$ cat config.mk
export PLATFORM = sky130hd
export DESIGN_NAME = multi_clock_gen
export DESIGN_NICKNAME = d
export VERILOG_FILES = /design/src/rtl/multi_clock_gen.sv
export SDC_FILE = /design/constraint.sdc
export NUM_CORES = 1
export LEC_CHECK = 0
export ABC_AREA = 1
export CORE_UTILIZATION = 40
export DETAILED_ROUTE_END_ITERATION = 7
export HOLD_SLACK_MARGIN = 0.02
export PLACE_DENSITY = 0.52
export RECOVER_POWER = 25
export SYNTH_ARGS = -nofsm -noshare
export SYNTH_HDL_FRONTEND = slang
export SYNTH_SLANG_ARGS = --single-unit
export TNS_END_PERCENT = 5
$ cat constraint.sdc
create_clock -name clk -period 5.95 [get_ports clk]
set_input_delay 1.19 -clock clk [delete_from_list [all_inputs] [get_ports clk]]
set_output_delay 1.19 -clock clk [all_outputs]
set_load 0.05 [all_outputs]
$ cat src/rtl/multi_clock_gen.sv
// Bank of programmable clock dividers with shadowed, wrap-aligned retargeting,
// fed by a reset sequencer that holds the channels off for RST_CYCLES after release.
module multi_clock_gen #(
    parameter int NCH        = 4,
    parameter int DIV_W      = 8,
    parameter int RST_CYCLES = 16,
    parameter int DEF_DIV    = 2
) (
    input  logic                                     clk,
    input  logic                                     rst_n,
    input  logic                                     soft_rst,
    input  logic [NCH-1:0]                           en,
    input  logic                                     cfg_wr,
    input  logic [((NCH > 1) ? $clog2(NCH) : 1)-1:0] cfg_ch,
    input  logic [DIV_W-1:0]                         cfg_div,
    input  logic [DIV_W-1:0]                         cfg_phase,
    output logic [NCH-1:0]                           clk_out,
    output logic [NCH-1:0]                           tick,
    output logic                                     rst_out_n,
    output logic                                     ready
);

    localparam int SCW = $clog2(RST_CYCLES + 1);

    typedef enum logic {HOLD, RUN} seq_state_e;

    seq_state_e     state_q, state_d;
    logic [SCW-1:0] scnt_q, scnt_d;

    logic [DIV_W-1:0] div_q  [NCH];
    logic [DIV_W-1:0] div_d  [NCH];
    logic [DIV_W-1:0] ph_q   [NCH];
    logic [DIV_W-1:0] ph_d   [NCH];
    logic [DIV_W-1:0] sdiv_q [NCH];
    logic [DIV_W-1:0] sdiv_d [NCH];
    logic [DIV_W-1:0] sph_q  [NCH];
    logic [DIV_W-1:0] sph_d  [NCH];
    logic [DIV_W-1:0] cnt_q  [NCH];
    logic [DIV_W-1:0] cnt_d  [NCH];

    logic [NCH-1:0] pend_q, pend_d;
    logic [NCH-1:0] run_q, run_d;
    logic [NCH-1:0] clk_q, clk_d;
    logic [NCH-1:0] tick_q, tick_d;
    logic [NCH-1:0] hit, wrap;

    function automatic logic [DIV_W-1:0] eff_div(input logic [DIV_W-1:0] d);
        return (d < DIV_W'(2)) ? DIV_W'(2) : d;
    endfunction

    function automatic logic [DIV_W-1:0] eff_ph(input logic [DIV_W-1:0] d,
                                                input logic [DIV_W-1:0] p);
        return (p >= eff_div(d)) ? '0 : p;
    endfunction

    always_ff @(posedge clk) begin
        if (!rst_n) begin
            state_q <= HOLD;
            scnt_q  <= '0;
        end else begin
            state_q <= state_d;
            scnt_q  <= scnt_d;
        end
    end

    // The count saturates at RST_CYCLES; the sample after that releases the system reset.
    always_comb begin
        state_d = state_q;
        scnt_d  = scnt_q;
        if (soft_rst) begin
            state_d = HOLD;
            scnt_d  = '0;
        end else if (state_q == HOLD) begin
            if (scnt_q == SCW'(RST_CYCLES)) begin
                state_d = RUN;
            end else begin
                scnt_d = scnt_q + SCW'(1);
            end
        end
    end

    always_comb begin
        rst_out_n = (state_q == RUN);
        ready     = (state_q == RUN);
    end

    always_comb begin
        hit    = '0;
        wrap   = '0;
        run_d  = '0;
        pend_d = pend_q;
        clk_d  = '0;
        tick_d = '0;
        for (int i = 0; i < NCH; i++) begin
            div_d[i]  = div_q[i];
            ph_d[i]   = ph_q[i];
            sdiv_d[i] = sdiv_q[i];
            sph_d[i]  = sph_q[i];
            cnt_d[i]  = cnt_q[i];
            hit[i]    = cfg_wr && (int'(cfg_ch) == i);
            wrap[i]   = (cnt_q[i] == eff_div(div_q[i]) - DIV_W'(1));
            run_d[i]  = (state_d == RUN) && en[i];

            if (run_q[i] && !run_d[i]) begin
                if (pend_q[i]) begin
                    div_d[i] = sdiv_q[i];
                    ph_d[i]  = sph_q[i];
                end
                if (hit[i]) begin
                    div_d[i] = cfg_div;
                    ph_d[i]  = cfg_phase;
                end
                pend_d[i] = 1'b0;
            end else if (run_q[i]) begin
                // Swap only at the period boundary so the output never sees a runt pulse.
                if (pend_q[i] && wrap[i]) begin
                    div_d[i]  = sdiv_q[i];
                    ph_d[i]   = sph_q[i];
                    pend_d[i] = 1'b0;
                end
                if (hit[i]) begin
                    sdiv_d[i] = cfg_div;
                    sph_d[i]  = cfg_phase;
                    pend_d[i] = 1'b1;
                end
            end else if (hit[i]) begin
                div_d[i] = cfg_div;
                ph_d[i]  = cfg_phase;
            end

            if (!run_d[i] || !run_q[i]) begin
                cnt_d[i] = eff_ph(div_d[i], ph_d[i]);
            end else if (wrap[i]) begin
                cnt_d[i] = '0;
            end else begin
                cnt_d[i] = cnt_q[i] + DIV_W'(1);
            end

            clk_d[i]  = run_d[i] && (cnt_d[i] < (eff_div(div_d[i]) >> 1));
            tick_d[i] = run_d[i] && (cnt_d[i] == '0);
        end
    end

    always_ff @(posedge clk) begin
        if (!rst_n) begin
            run_q  <= '0;
            pend_q <= '0;
            clk_q  <= '0;
            tick_q <= '0;
            for (int i = 0; i < NCH; i++) begin
                div_q[i]  <= DIV_W'(DEF_DIV);
                ph_q[i]   <= '0;
                sdiv_q[i] <= DIV_W'(DEF_DIV);
                sph_q[i]  <= '0;
                cnt_q[i]  <= '0;
            end
        end else begin
            run_q  <= run_d;
            pend_q <= pend_d;
            clk_q  <= clk_d;
            tick_q <= tick_d;
            for (int i = 0; i < NCH; i++) begin
                div_q[i]  <= div_d[i];
                ph_q[i]   <= ph_d[i];
                sdiv_q[i] <= sdiv_d[i];
                sph_q[i]  <= sph_d[i];
                cnt_q[i]  <= cnt_d[i];
            end
        end
    end

    assign clk_out = clk_q;
    assign tick    = tick_q;

endmodule

* Word-level counts from Yosys, hierarchy flattened
Memories as Yosys holds them, arrays and structs flattened. Index checks and enable logic that the tools add are counted. W data, S select, Z words.
Operators by class: $lt $le $gt $ge 16, mux-type cells 125, $add $sub $neg 9, reduce and logical (&&, ||, !) cells 55, eq/ne operators 8, bitwise gates (word level) 23
Operators with widths (number):
- $mux W8 | 112
- $lt A8 B2 Y1 const B | 8
- $add A8 B1 Y8 const B | 4
- $eq A8 B8 Y1 | 4
- $ge A8 B8 Y1 | 4
- $logic_not A8 Y1 | 4
- $lt A8 B7 Y1 | 4
- $sub A8 B1 Y8 const B | 4
- $logic_and A1 B1 Y1 | 24
- $or A1 B1 Y1 | 20
- $mux W1 | 13
- $reduce_and A2 Y1 | 5
- $reduce_or A2 Y1 | 5
- $logic_not A1 Y1 | 8
- $reduce_bool A2 Y1 | 4
- $add A5 B1 Y5 const B | 1
- $eq A5 B5 Y1 const B | 1
- $eq A2 B2 Y1 const B | 2
- $logic_or A1 B1 Y1 | 4
- $not A1 Y1 | 3
- $eq A2 B1 Y1 const B | 1
- $logic_not A2 Y1 | 1
Word-level totals: bits in registers 22, RAM bits 160, memories kept 5, input bits 26
Memories:
- cnt_q | words 4, bits a word 8, rd ports 4, clocked after Yosys merged registers in 0, write ports 4, RTL line 38 | logic [DIV_W-1:0] cnt_q [NCH];
- div_q | words 4, bits a word 8, rd ports 4, clocked after Yosys merged registers in 0, write ports 4, RTL line 30 | logic [DIV_W-1:0] div_q [NCH];
- ph_q | words 4, bits a word 8, rd ports 4, clocked after Yosys merged registers in 0, write ports 4, RTL line 32 | logic [DIV_W-1:0] ph_q [NCH];
- sdiv_q | words 4, bits a word 8, rd ports 4, clocked after Yosys merged registers in 0, write ports 4, RTL line 34 | logic [DIV_W-1:0] sdiv_q [NCH];
- sph_q | words 4, bits a word 8, rd ports 4, clocked after Yosys merged registers in 0, write ports 4, RTL line 36 | logic [DIV_W-1:0] sph_q [NCH];

* Longest topological paths before layout
depth in word-level cells 15, mapped depth 43, gate-level depth less buffers 42

* Least setup slack after synthesis
Ideal clock, no wire load.
path kind input-to-reg, start point input port soft_rst, end point register clk_q[2], in the netlist clk_out[2], data arrival time 4.868 ns, path buffers 1, setup slack 1.018 ns, stages 23, cell sequence nor2_2 > nand2_1 > nor2_1 > buf_2 > nand3_1 > o21ai_2 > nand2_1 > nor2_1 > nand2_1 > nand2_1 > inv_1 > ha_1 > inv_1 > nor2_1 > o211ai_1 > a21oi_1 > nor4_1 > a32o_1 > ha_1 > a2111o_1 > inv_1 > nand2_1 > nor2_1
RTL lines:
- from (decl) | RTL line 11 | input logic soft_rst,
- to (signal assigned) | RTL line 160 | clk_q <= clk_d;
- to (decl) | RTL line 43 | logic [NCH-1:0] clk_q, clk_d;

==> reports/metrics.csv <==
stage,metric,value,unit
status,status,"finished, violations left",
status,violations,"max-capacitance violations, max-slew violations",
timing,setup_violations,0,
power_and_ir_drop,comb_power_share,0.183,
power_and_ir_drop,peakVddDrop,0.2014,mV
power_and_ir_drop,swShare,0.2995,
routing,via_per_inst,5.297,
placement,hpwl,29670,um
synthesis,synth_compound_gate_area_share,0.2070,
synthesis,yosysWarnings,0,
clocking,htreeDepth,4,
power_and_ir_drop,leakage,6.355,nW
clocking,ctsRootBufferMaster,clkbuf_16,
critical_path,cp-start-kind,primary input,
timing,fin_crit,5409,ps
timing,drv_slew,106,
grt,track_usage,0.2504,
die,ioPinCount,36,
final_layout,drive_gt1_frac,0.08055,
grt,grt_pass1_wl,65060,um
routing,drt-initial-drc-count,957,
critical_path,crit_path_max_fanout,69,
synthesis,synth_xor_area_frac,0.03414,
timing,skew,16.63,ps
final_layout,stdcell_area,0.01432,mm^2
timing,rsz0062_at_grt,false,
synthesis,synthSimpleGateAreaFrac,0.2933,
critical_path,critPathKind,in2reg,
final_layout,fin_nets,2115,
routing,num_vias,12920,
timing,hold_slack,482.6,ps
grt,antenna_found_initial,0,
routing,wl,40320,um
die,num_rows,65,
die,die_h,181.1,um
die,dieArea,0.03279,mm^2
synthesis,synth_top_family_by_area,simple AND/OR/NAND/NOR gates,
grt,grt_pass1_vias,12000,
clocking,cts_inserted_buffers,17,
power_and_ir_drop,internal_power,2.212,mW
routing,ant_nets,0,
power_and_ir_drop,p_sw,0.9456,mW
synthesis,synthDistinctLibCells,51,
placement,place_area,0.01366,mm^2
timing,maxSlewHeadroom,-0.9345,
synthesis,synth_seq_area_share,0.2840,
clocking,clock-sinks,182,
grt,gr-total-overflow,0,
power_and_ir_drop,pwr-share-clk,0.412,
synthesis,synthArstFlopShare,0,
die,die_w,181.1,um
die,core,0.03156,mm^2
critical_path,critPathArrivalTime,5780,ps
grt,grt_max_degree,70,
clocking,clk_path_buf_depth,2,
timing,fin_setup_tns,0,ps
clocking,clock_latency,450,ps
clocking,clk_pin_slew,70,ps
critical_path,ff2ff_setup_slack,710,ps
placement,gp_congestion,0.8749,
placement,dp.cells,2406,
power_and_ir_drop,power_per_cell_area,220.5,mW/mm^2
routing,wire_per_inst,16.54,um
timing,worstMarginPinSlew,2902,ps
synthesis,synth_edf_count,0,
clocking,cts_tree,done,
die,start_util,0.4065,
timing,fmax,184.9,MHz
routing,drt_pass1_iterations,6,
final_layout,fin_cells,2438,
synthesis,yosys_most_used_dff,dfxtp_1,
synthesis,syn_area_per_cell,6.398,um^2
final_layout,areaGrowthSynthToFinish,11.63,%
synthesis,synth_seq_cells,182,
final_layout,num_antenna_cells,0,
synthesis,syn_area,0.01283,mm^2
critical_path,worstPathRequired,6320,ps
synthesis,syn-num-nets,2097,
synthesis,muxShareOfSynthArea,0,
hold_path,hold_path.class,reg2reg,
synthesis,postSynthCellCount,2005,
synthesis,synthAdderAreaFrac,0.06438,
clocking,cts_setup_buffers,0,
placement,io_buffers,35,
routing,drc,0,
timing,min_period_over_period,0.9091,
timing,finalHoldViolCount,0,
critical_path,end_kind,register,
power_and_ir_drop,p_seq_frac,0.405,
flow_run,maxCapViolations,2,
cell usage in the layout (no fill, tap or decap), types with 20 or more instances in the layout:
cell               n
nand4_1           54
o21ai_0          212
o31ai_1           40
buf_4             49
a21oi_1          151
nor2_1           164
dfxtp_1          182
ha_1              66
xor2_1            39
o211ai_1          20
inv_1            279
nand3_1           79
clkdlybuf4s50_1   24
nand2_1          475
synthesized netlist by cell type, types with 7 or more instances:
cell / number / area, um^2
a21oi_1: 151 / 755.7
buf_2: 13 / 65.06
buf_6: 7 / 78.83
clkbuf_1: 64 / 240.2
dfxtp_1: 182 / 3643
ha_1: 66 / 825.8
inv_1: 280 / 1051
inv_2: 10 / 37.54
nand2_1: 475 / 1783
nand2_2: 15 / 93.84
nand3_1: 79 / 395.4
nand4_1: 54 / 337.8
nor2_1: 165 / 619.3
nor2_2: 14 / 87.58
nor3_1: 17 / 85.08
o211ai_1: 20 / 150.1
o21ai_0: 212 / 1061
o21ai_1: 10 / 50.05
o21ai_2: 8 / 70.07
o31ai_1: 40 / 300.3
xnor2_1: 11 / 96.34
xor2_1: 39 / 341.6
kinds of logic after synthesis:
group | after synthesis
xor+xnor | 50
buf+inv | 380
compound gates | 471
flops | 182
fa+ha+maj | 66
simple gates | 856
worst max-delay path: stages:
cell      delay (ps)
buf_2             70
clkbuf_1        2030
clkinv_2         120
clkbuf_1         910
buf_4            710
nor3_1           390
nand4_1          140
a21oi_1          140
worst paths after layout:
kind | depth (start not counted) | end | from
worst max-delay path | 8 | clk_out[1] | rst_n
worst min-delay path | 2 | sph_q[2][1] | sph_q[2][1]
worst max register to register | 37 | clk_out[0] | div_q[0][5]
worst min register to register | 2 | sph_q[2][1] | sph_q[2][1]
timing repair:
| action | 4_1_cts | 5_1_grt |
|---|---|---|
| gates resized for setup | 0 | 1 |
| endpoints found under the setup margin | 0 | 1 |
| hold buffers | 0 | 0 |
area by class of cell:
type / instances / area (um^2)
Clock inverter: 14 / 220.2
Multi-Input combinational cell: 1443 / 7691
Clock buffer: 18 / 439.2
Tap cell: 402 / 503.0
Fill cell: 3358 / 17240
Sequential cell: 182 / 3643
Inverter: 293 / 1101
Timing Repair Buffer: 86 / 720.7
through the flow:
stage	setup slack [ps]	total power [mW]	utilization
after floorplan	1018	1.702	-
after global placement	207.9	1.876	0.4329
after detailed placement	177.6	1.880	0.4329
after CTS	571.6	3.185	0.4538
after global routing	32.76	3.317	0.4538
final	540.9	3.157	0.4538
routing by layer:
| layer | up-vias | track usage | part of all wire |
|---|---|---|---|
| met5 | - | 0 | 0 |
| met4 | 0 | 0.06780 | 0.018 |
| met3 | 40 | 0.02983 | 0.049 |
| met2 | 348 | 0.4122 | 0.45 |
| met1 | 5920 | 0.3444 | 0.48 |
| li1 | 6607 | - | - |
sequential cells by signal, indices dropped and copies added (netlist names):
name     cells
clk_out      4
cnt_q       32
div_q       32
pend_q       4
ph_q        32
ready        1
run_q        4
scnt_q       5
sdiv_q      32
sph_q       32
tick         4
power groups by stage:
stage,registers (mW),clock network [mW],logic (mW)
floorplan,1.30,0,0.407
global placement,1.31,0,0.569
detailed placement,1.31,0,0.573
CTS,1.28,1.33,0.575
global route,1.28,1.38,0.655
finish,1.28,1.30,0.576
(Power assumes the default switching activity.)
